==> config.mk <==
export PLATFORM = sky130hd
export DESIGN_NAME = rv_decode_stage
export DESIGN_NICKNAME = d
export VERILOG_FILES = /design/src/rtl/rv_decode_stage.sv
export SDC_FILE = /design/constraint.sdc
export NUM_CORES = 1
export LEC_CHECK = 0
export BUFFER_PORTS_ARGS = -buffer_cell sky130_fd_sc_hd__buf_4
export CAP_MARGIN = 20
export CORE_UTILIZATION = 51
export DETAILED_ROUTE_END_ITERATION = 10
export PLACE_DENSITY = 0.82
export SLEW_MARGIN = 20
export SYNTH_ARGS = -nofsm -noshare
export SYNTH_HDL_FRONTEND = slang
export SYNTH_SLANG_ARGS = --single-unit
==> constraint.sdc <==
create_clock -name clk -period 4.9 [get_ports clk]
set_input_delay 0.245 -clock clk [delete_from_list [all_inputs] [get_ports clk]]
set_output_delay 0.245 -clock clk [all_outputs]
set_load 0.02 [all_outputs]
==> src/rtl/rv_decode_stage.sv <==
// rv_decode_stage: registered RV32I/RV64I integer decode stage.
// Decodes OP, OP-IMM, BRANCH, LUI, AUIPC, JAL and JALR into ALU/branch
// controls with sign-extended immediates, behind a one-entry valid/ready
// register that supports hold, drain and flush.
module rv_decode_stage #(
  parameter int XLEN        = 32,
  parameter bit ILLEGAL_NOP = 1'b0
) (
  input  logic            clk,
  input  logic            reset,
  input  logic            flush,
  input  logic            in_valid,
  output logic            in_ready,
  input  logic [31:0]     in_insn,
  input  logic [XLEN-1:0] in_pc,
  output logic            out_valid,
  input  logic            out_ready,
  output logic [XLEN-1:0] out_pc,
  output logic [4:0]      out_rs1,
  output logic [4:0]      out_rs2,
  output logic [4:0]      out_rd,
  output logic            out_rd_we,
  output logic [XLEN-1:0] out_imm,
  output logic [3:0]      out_alu_op,
  output logic            out_use_imm,
  output logic            out_use_pc,
  output logic            out_branch,
  output logic [2:0]      out_cond,
  output logic [1:0]      out_jump,
  output logic            out_illegal,
  output logic            out_trap
);

  // Major opcodes, insn[6:2]
  localparam logic [4:0] OPC_OP     = 5'b01100;
  localparam logic [4:0] OPC_OP_IMM = 5'b00100;
  localparam logic [4:0] OPC_BRANCH = 5'b11000;
  localparam logic [4:0] OPC_LUI    = 5'b01101;
  localparam logic [4:0] OPC_AUIPC  = 5'b00101;
  localparam logic [4:0] OPC_JAL    = 5'b11011;
  localparam logic [4:0] OPC_JALR   = 5'b11001;

  // ALU operation codes seen by execute
  localparam logic [3:0] ALU_ADD   = 4'd0;
  localparam logic [3:0] ALU_SUB   = 4'd1;
  localparam logic [3:0] ALU_SLL   = 4'd2;
  localparam logic [3:0] ALU_SLT   = 4'd3;
  localparam logic [3:0] ALU_SLTU  = 4'd4;
  localparam logic [3:0] ALU_XOR   = 4'd5;
  localparam logic [3:0] ALU_SRL   = 4'd6;
  localparam logic [3:0] ALU_SRA   = 4'd7;
  localparam logic [3:0] ALU_OR    = 4'd8;
  localparam logic [3:0] ALU_AND   = 4'd9;
  localparam logic [3:0] ALU_PASSB = 4'd10;

  localparam logic [1:0] JMP_NONE = 2'b00;
  localparam logic [1:0] JMP_JAL  = 2'b01;
  localparam logic [1:0] JMP_JALR = 2'b10;

  // Widen a 32-bit signed immediate to the datapath width.
  function automatic logic signed [XLEN-1:0] sext32(input logic signed [31:0] v);
    return XLEN'(v);
  endfunction

  function automatic logic signed [XLEN-1:0] imm_i(input logic [31:0] w);
    return sext32({{20{w[31]}}, w[31:20]});
  endfunction

  function automatic logic signed [XLEN-1:0] imm_b(input logic [31:0] w);
    return sext32({{19{w[31]}}, w[31], w[7], w[30:25], w[11:8], 1'b0});
  endfunction

  function automatic logic signed [XLEN-1:0] imm_u(input logic [31:0] w);
    return sext32({w[31:12], 12'h000});
  endfunction

  function automatic logic signed [XLEN-1:0] imm_j(input logic [31:0] w);
    return sext32({{11{w[31]}}, w[31], w[19:12], w[20], w[30:21], 1'b0});
  endfunction

  // Base ALU op selected by funct3 when funct7 carries no modifier.
  function automatic logic [3:0] base_alu(input logic [2:0] f3);
    case (f3)
      3'b000:  return ALU_ADD;
      3'b001:  return ALU_SLL;
      3'b010:  return ALU_SLT;
      3'b011:  return ALU_SLTU;
      3'b100:  return ALU_XOR;
      3'b101:  return ALU_SRL;
      3'b110:  return ALU_OR;
      default: return ALU_AND;
    endcase
  endfunction

  // Instruction fields
  logic [4:0] opc;
  logic [2:0] funct3;
  logic [6:0] funct7;
  logic [4:0] fld_rs1;
  logic [4:0] fld_rs2;
  logic [4:0] fld_rd;

  assign opc     = in_insn[6:2];
  assign funct3  = in_insn[14:12];
  assign funct7  = in_insn[31:25];
  assign fld_rs1 = in_insn[19:15];
  assign fld_rs2 = in_insn[24:20];
  assign fld_rd  = in_insn[11:7];

  // Combinational decode of the incoming instruction
  logic                   ill_p0;
  logic [4:0]             rs1_p0;
  logic [4:0]             rs2_p0;
  logic [4:0]             rd_p0;
  logic                   rd_we_p0;
  logic signed [XLEN-1:0] imm_p0;
  logic [3:0]             alu_op_p0;
  logic                   use_imm_p0;
  logic                   use_pc_p0;
  logic                   branch_p0;
  logic [2:0]             cond_p0;
  logic [1:0]             jump_p0;

  // Upper immediate bits that qualify a shift-immediate. With a 64-bit
  // datapath imm[5] is the top shamt bit, so only imm[11:6] is checked.
  logic shamt_hi_zero;
  logic shamt_hi_sra;

  // Shift-immediate qualifier, width dependent
  always_comb begin
    shamt_hi_zero = 1'b0;
    shamt_hi_sra  = 1'b0;
    if (XLEN == 64) begin
      shamt_hi_zero = (in_insn[31:26] == 6'b000000);
      shamt_hi_sra  = (in_insn[31:26] == 6'b010000);
    end else begin
      shamt_hi_zero = (in_insn[31:25] == 7'b0000000);
      shamt_hi_sra  = (in_insn[31:25] == 7'b0100000);
    end
  end

  // Opcode decode; an illegal encoding collapses to a NOP-like bundle
  always_comb begin
    ill_p0     = 1'b0;
    rs1_p0     = 5'd0;
    rs2_p0     = 5'd0;
    rd_p0      = 5'd0;
    rd_we_p0   = 1'b0;
    imm_p0     = '0;
    alu_op_p0  = ALU_ADD;
    use_imm_p0 = 1'b0;
    use_pc_p0  = 1'b0;
    branch_p0  = 1'b0;
    cond_p0    = 3'b000;
    jump_p0    = JMP_NONE;

    if (in_insn[1:0] != 2'b11) begin
      ill_p0 = 1'b1;
    end else begin
      case (opc)
        OPC_OP: begin
          rs1_p0   = fld_rs1;
          rs2_p0   = fld_rs2;
          rd_p0    = fld_rd;
          rd_we_p0 = 1'b1;
          if (funct7 == 7'b0000000) begin
            alu_op_p0 = base_alu(funct3);
          end else if (funct7 == 7'b0100000 && funct3 == 3'b000) begin
            alu_op_p0 = ALU_SUB;
          end else if (funct7 == 7'b0100000 && funct3 == 3'b101) begin
            alu_op_p0 = ALU_SRA;
          end else begin
            ill_p0 = 1'b1;
          end
        end
        OPC_OP_IMM: begin
          rs1_p0     = fld_rs1;
          rd_p0      = fld_rd;
          rd_we_p0   = 1'b1;
          use_imm_p0 = 1'b1;
          imm_p0     = imm_i(in_insn);
          alu_op_p0  = base_alu(funct3);
          if (funct3 == 3'b001 && !shamt_hi_zero) begin
            ill_p0 = 1'b1;
          end else if (funct3 == 3'b101) begin
            if (shamt_hi_sra) begin
              alu_op_p0 = ALU_SRA;
            end else if (!shamt_hi_zero) begin
              ill_p0 = 1'b1;
            end
          end
        end
        OPC_BRANCH: begin
          rs1_p0    = fld_rs1;
          rs2_p0    = fld_rs2;
          imm_p0    = imm_b(in_insn);
          alu_op_p0 = ALU_SUB;
          branch_p0 = 1'b1;
          cond_p0   = funct3;
          if (funct3 == 3'b010 || funct3 == 3'b011) begin
            ill_p0 = 1'b1;
          end
        end
        OPC_LUI: begin
          rd_p0      = fld_rd;
          rd_we_p0   = 1'b1;
          use_imm_p0 = 1'b1;
          imm_p0     = imm_u(in_insn);
          alu_op_p0  = ALU_PASSB;
        end
        OPC_AUIPC: begin
          rd_p0      = fld_rd;
          rd_we_p0   = 1'b1;
          use_imm_p0 = 1'b1;
          use_pc_p0  = 1'b1;
          imm_p0     = imm_u(in_insn);
          alu_op_p0  = ALU_ADD;
        end
        OPC_JAL: begin
          // Link value pc+4 is formed in execute; operand A is the pc.
          rd_p0     = fld_rd;
          rd_we_p0  = 1'b1;
          use_pc_p0 = 1'b1;
          imm_p0    = imm_j(in_insn);
          jump_p0   = JMP_JAL;
        end
        OPC_JALR: begin
          rs1_p0    = fld_rs1;
          rd_p0     = fld_rd;
          rd_we_p0  = 1'b1;
          use_pc_p0 = 1'b1;
          imm_p0    = imm_i(in_insn);
          jump_p0   = JMP_JALR;
          if (funct3 != 3'b000) begin
            ill_p0 = 1'b1;
          end
        end
        default: ill_p0 = 1'b1;
      endcase
    end

    // x0 is never written, so the write enable must not claim it.
    if (rd_p0 == 5'd0) begin
      rd_we_p0 = 1'b0;
    end

    // Illegal bundles carry only the illegal/trap flags.
    if (ill_p0) begin
      rs1_p0     = 5'd0;
      rs2_p0     = 5'd0;
      rd_p0      = 5'd0;
      rd_we_p0   = 1'b0;
      imm_p0     = '0;
      alu_op_p0  = ALU_ADD;
      use_imm_p0 = 1'b0;
      use_pc_p0  = 1'b0;
      branch_p0  = 1'b0;
      cond_p0    = 3'b000;
      jump_p0    = JMP_NONE;
    end
  end

  // ---- stage boundary: decode -> output register ----
  logic                   vld_p1;
  logic [XLEN-1:0]        pc_p1;
  logic [4:0]             rs1_p1;
  logic [4:0]             rs2_p1;
  logic [4:0]             rd_p1;
  logic                   rd_we_p1;
  logic signed [XLEN-1:0] imm_p1;
  logic [3:0]             alu_op_p1;
  logic                   use_imm_p1;
  logic                   use_pc_p1;
  logic                   branch_p1;
  logic [2:0]             cond_p1;
  logic [1:0]             jump_p1;
  logic                   ill_p1;
  logic                   trap_p1;

  logic accept;

  assign in_ready = !vld_p1 || out_ready;
  assign accept   = in_valid && in_ready;

  // One-entry pipeline register: reset, then flush, then accept/drain
  always_ff @(posedge clk) begin
    if (reset) begin
      vld_p1     <= 1'b0;
      pc_p1      <= '0;
      rs1_p1     <= 5'd0;
      rs2_p1     <= 5'd0;
      rd_p1      <= 5'd0;
      rd_we_p1   <= 1'b0;
      imm_p1     <= '0;
      alu_op_p1  <= ALU_ADD;
      use_imm_p1 <= 1'b0;
      use_pc_p1  <= 1'b0;
      branch_p1  <= 1'b0;
      cond_p1    <= 3'b000;
      jump_p1    <= JMP_NONE;
      ill_p1     <= 1'b0;
      trap_p1    <= 1'b0;
    end else if (flush) begin
      vld_p1 <= 1'b0;
    end else if (accept) begin
      vld_p1     <= 1'b1;
      pc_p1      <= in_pc;
      rs1_p1     <= rs1_p0;
      rs2_p1     <= rs2_p0;
      rd_p1      <= rd_p0;
      rd_we_p1   <= rd_we_p0;
      imm_p1     <= imm_p0;
      alu_op_p1  <= alu_op_p0;
      use_imm_p1 <= use_imm_p0;
      use_pc_p1  <= use_pc_p0;
      branch_p1  <= branch_p0;
      cond_p1    <= cond_p0;
      jump_p1    <= jump_p0;
      ill_p1     <= ill_p0;
      trap_p1    <= ill_p0 && !ILLEGAL_NOP;
    end else if (out_ready) begin
      vld_p1 <= 1'b0;
    end
  end

  assign out_valid   = vld_p1;
  assign out_pc      = pc_p1;
  assign out_rs1     = rs1_p1;
  assign out_rs2     = rs2_p1;
  assign out_rd      = rd_p1;
  assign out_rd_we   = rd_we_p1;
  assign out_imm     = imm_p1;
  assign out_alu_op  = alu_op_p1;
  assign out_use_imm = use_imm_p1;
  assign out_use_pc  = use_pc_p1;
  assign out_branch  = branch_p1;
  assign out_cond    = cond_p1;
  assign out_jump    = jump_p1;
  assign out_illegal = ill_p1;
  assign out_trap    = trap_p1;

endmodule

==> impl_table.tex <==
\begin{tabular}{lr}
\hline
Metric & Value \\
\hline
\multicolumn{2}{l}{\textbf{Global routing}} \\
\quad Via count of the first global-routing pass & 3303 \\
\quad Total Routing Usage GR & 26.38\% \\
\quad Met1 GRT Util & 33.77\% \\
\quad Met2 routing resource usage after global routing & a little over two fifths \\
\quad Global route overflow & 0 \\
\quad Largest net degree at the start of global routing & 60 \\
\quad Global-route wire length before repair & 16010 um \\
\quad Fraction of met3 tracks used by global routing & 6.187\% \\
\quad Most crowded layer after global routing & met2 \\
\quad Number of antenna violations at the first check in global routing & 0 \\
\multicolumn{2}{l}{\textbf{CTS}} \\
\quad Root Driver & sky130\_fd\_sc\_hd\_\_clkbuf\_8 \\
\quad \# Post-CTS Setup Buffers & 0 \\
\quad Clock tree from TritonCTS & done \\
\quad CTS Buffer Depth & 2 \\
\quad Clock buffers created by TritonCTS & 9 \\
\quad Number of buffers inserted by hold repair at cts & 0 \\
\quad Clock latency at the later pin of the worst-skew pair & 0.36 ns \\
\quad Number of clock sinks seen by CTS & 94 \\
\quad Clock-pin slew on the worst setup and hold paths & 0.10 ns \\
\quad Post-cts sizing count & 0 \\
\quad Level count of the clock H-tree & 3 \\
\multicolumn{2}{l}{\textbf{Synth}} \\
\quad Number of enable flip-flop cells after synthesis & 0 \\
\quad Mean post-synth cell area & about 9.1 um\^{}2 \\
\quad Syn Std Cell Area & 3862 um\^{}2 \\
\quad Synth Net Count & between 400 and 500 \\
\quad Part of the Yosys area used for sequential elements & roughly half \\
\quad Ys async rst share & 0\% \\
\quad Cells after Synth & between 400 and 500 \\
\quad Share of the synthesized area in the top cell type & between 40\% and 50\% \\
\quad Yosys warning count & 0 \\
\quad Number of different library cells in the post-synthesis netlist & 52 \\
\quad Most area-hungry cell type in the Yosys netlist & sky130\_fd\_sc\_hd\_\_dfxtp\_1 \\
\quad Commonest register cell after synthesis & sky130\_fd\_sc\_hd\_\_dfxtp\_1 \\
\quad Largest cells by area after synthesis & sky130\_fd\_sc\_hd\_\_dfxtp\_1 (49\%), sky130\_fd\_sc\_hd\_\_nand2\_1 (11\%), sky130\_fd\_sc\_hd\_\_a22o\_1 (9.3\%), sky130\_fd\_sc\_hd\_\_a32o\_1 (6.0\%), sky130\_fd\_sc\_hd\_\_a21oi\_1 (4.9\%) \\
\quad Total of flip-flops plus latches after synthesis & 94 \\
\multicolumn{2}{l}{\textbf{Pwr}} \\
\quad Clk pwr share & around 32\% \\
\quad NetSw & 0.0003935 W \\
\quad Logic pwr share & 13.2\% \\
\quad Sequential fraction of design power & 54.6\% \\
\quad Max IR drop VDD & 0.0001787 V \\
\quad Leakage Power & 2.381 nW \\
\quad Internal power & 0.001042 W \\
\quad Power per unit of standard cell area & 272.4 nW/um\^{}2 \\
\quad Post-layout power & between 0.001 and 0.0015 W \\
\quad Share of total power consumed by net switching & about 27\% \\
\multicolumn{2}{l}{\textbf{STA}} \\
\quad Rel. slew slack & 37.61\% \\
\quad Transition time at the pin with the least slew margin & 0.9323 ns \\
\quad Max-slew violation total from the final report & 0 \\
\quad Final total negative setup slack & 0 ns \\
\quad Setup slack of the critical path after layout & around 2.4 ns \\
\quad Unrepaired setup endpoints after global routing & no \\
\quad Part of the cycle the worst path needs & 50.08\% \\
\quad Tmin final & approximately 2.5 ns \\
\quad Highest attainable clock frequency & 407.5 MHz \\
\quad Final setup fails & 0 \\
\quad Count of endpoints failing hold in the final timing report & 0 \\
\quad Worst clock skew on the final layout & approximately 0.011 ns \\
\multicolumn{2}{l}{\textbf{Final layout}} \\
\quad Layout Cells excl Fill & 676 \\
\quad Combined flip-flop and latch cell area & 1882 um\^{}2 \\
\quad \# diodes & 0 \\
\quad Number of nets in the final layout & about 640 \\
\quad Most frequent standard cell in the layout excluding fill and tap cells & sky130\_fd\_sc\_hd\_\_buf\_4 \\
\quad Fraction of final layout cells with drive strength greater than 1 & 34.66\% \\
\quad Top library cells by usage in the layout, fill and taps aside & sky130\_fd\_sc\_hd\_\_buf\_4 (169), sky130\_fd\_sc\_hd\_\_nand2\_1 (116), sky130\_fd\_sc\_hd\_\_dfxtp\_1 (94) \\
\quad Area growth, synth to finish & 36.48\% \\
\quad Area of the multi-input gates & 1809 um\^{}2 \\
\quad Layout Cell Area excl Fill & around 5300 um\^{}2 \\
\quad Number of fill cells & 577 \\
\multicolumn{2}{l}{\textbf{Floorplanning}} \\
\quad Starting density of the core & 52.97\% \\
\quad Horizontal die dimension & 89.03 um \\
\quad Core area & approximately 7300 um\^{}2 \\
\quad FP Rows & 31 \\
\quad Floorplan die area & 7925 um\^{}2 \\
\quad Floorplan die height & 89.03 um \\
\quad IO Count & 165 \\
\multicolumn{2}{l}{\textbf{Min path}} \\
\quad Class of the most critical hold timing path & primary input to flop \\
\quad Min-Delay Startpoint & flush \\
\quad Worst Hold Endpoint & out\_valid \\
\quad Number of cells traversed by the worst hold path & 2 \\
\multicolumn{2}{l}{\textbf{Routing}} \\
\quad Wire length per cell & 16.40 um \\
\quad Total length of routed wires & about 11000 um \\
\quad First-pass iteration count of the detailed router & 4 \\
\quad \# DRC & 0 \\
\quad Iter 0 DRT Violations & 244 \\
\quad Via total after detailed routing & 3828 \\
\quad Post-detailed-route count of antenna-violating nets & 0 \\
\quad Detail-routed via count per cell & 5.663 \\
\multicolumn{2}{l}{\textbf{Critical path}} \\
\quad CP Class & flop to flop \\
\quad Sort of element at the end of the critical path & flop \\
\quad Data arrival time of the critical path & 2.75 ns \\
\quad R2r setup slk & 2.45 ns \\
\quad Reg2reg start & out\_valid \\
\quad Critical Path Fanout Max & 19 \\
\quad Crit start category & flop \\
\quad Depth of the worst register-to-register path & 7 \\
\quad Required @ worst endpoint & 5.19 ns \\
\quad Terminus of the critical flop-to-flop path & out\_jump[0] \\
\multicolumn{2}{l}{\textbf{Place}} \\
\quad Count of placed standard cells including taps & 660 \\
\quad Worst slack, placed & between 2 and 2.5 ns \\
\quad Port Buffers & 164 \\
\quad Estimated wirelength of the detail-placed design & between 8000 and 9000 um \\
\quad Gp weighted congestion & 0.9397 \\
\quad Placed inst area & 5099 um\^{}2 \\
\multicolumn{2}{l}{\textbf{Run}} \\
\quad Max-cap violations & 0 \\
\multicolumn{2}{l}{\textbf{Status}} \\
\quad Result of the run & completed \\
\hline
\end{tabular}
[state kept, by name (all words and copies together) (netlist names), 2 cells and up]
register    flops
out_imm        32
out_pc         32
out_rd          5
out_rs1         5
out_rs2         5
out_alu_op      4
out_cond        3
out_jump        2
[metrics by stage]
stage	hold WS (ns)	utilization (%)
CTS	0.06330	72.29
finish	0.07364	72.29
global placement	0.4330	69.92
global route	0.04860	72.29
detailed placement	0.4420	69.92
floorplan	0.3243	-
[synth_stat cells, types with 2 or more instances]
| master | count |
|---|---|
| sky130_fd_sc_hd__nand2_1 | 116 |
| sky130_fd_sc_hd__dfxtp_1 | 94 |
| sky130_fd_sc_hd__a22o_1 | 41 |
| sky130_fd_sc_hd__a21oi_1 | 38 |
| sky130_fd_sc_hd__clkbuf_1 | 24 |
| sky130_fd_sc_hd__a32o_1 | 23 |
| sky130_fd_sc_hd__nor2_1 | 14 |
| sky130_fd_sc_hd__buf_6 | 6 |
| sky130_fd_sc_hd__nor3_1 | 6 |
| sky130_fd_sc_hd__nor2b_1 | 5 |
| sky130_fd_sc_hd__o21ai_0 | 5 |
| sky130_fd_sc_hd__inv_1 | 4 |
| sky130_fd_sc_hd__nand2b_1 | 4 |
| sky130_fd_sc_hd__nor3b_1 | 3 |
| sky130_fd_sc_hd__a21o_1 | 2 |
| sky130_fd_sc_hd__buf_2 | 2 |
| sky130_fd_sc_hd__nand3b_1 | 2 |
| sky130_fd_sc_hd__nor4_2 | 2 |
[layout make-up]
type / instances / area share, %
sequential: 94 / 35.70
multi-input combinational: 294 / 34.32
timing repair buffer: 169 / 24.07
clock buffer: 9 / 2.350
tap: 99 / 2.350
clock inverter: 7 / 0.9257
inverter: 4 / 0.2848
[critical path, stage by stage (launching register included)]
cell and delay, ns:
sky130_fd_sc_hd__dfxtp_1 0.32, sky130_fd_sc_hd__nor2b_1 0.17, sky130_fd_sc_hd__inv_1 0.09, sky130_fd_sc_hd__nand3b_1 0.17
sky130_fd_sc_hd__or3_1 0.53, sky130_fd_sc_hd__nor4_4 0.52, sky130_fd_sc_hd__buf_4 0.37, sky130_fd_sc_hd__a32o_1 0.21
[power groups by stage]
stage	clock, W	sequential, W	combinational, W
floorplan	0	0.000817	0.0000814
global placement	0	0.000801	0.000183
detailed placement	0	0.000801	0.000187
CTS	0.000469	0.000784	0.000188
global route	0.000504	0.000786	0.000204
finish	0.000462	0.000784	0.000190
[how the worst max path moves through the flow]
stage                           start       endpoint  slack (ns)  cells after the start
after floorplan             out_valid  out_alu_op[0]        2.71                      6
after global placement    in_insn[26]     out_imm[3]        2.28                      6
after detailed placement   in_insn[6]    out_imm[26]        2.29                      6
after CTS                   out_valid    out_jump[0]        2.50                      7
after global routing        out_valid    out_jump[0]        2.37                      7
final                       out_valid    out_jump[0]        2.45                      7
[metal layers]
metal	vias to the layer above	share of wire (%)
li1	1820	-
met1	1825	42
met2	160	50
met3	23	6.0
met4	0	2.3
met5	-	0
[logic make-up (layout without fill, tap and decap cells)]
family                    count (synthesis)  after routing  synth area share, %
AOI/OAI and AO/OA                       124            124                25.36
xor gates and xnor gates                  2              2               0.4536
DFF                                      94             94                48.72
buffers and inverters                    37            189                4.924
and+or+nand+nor                         168            168                20.54
(Power assumes the default switching activity.)
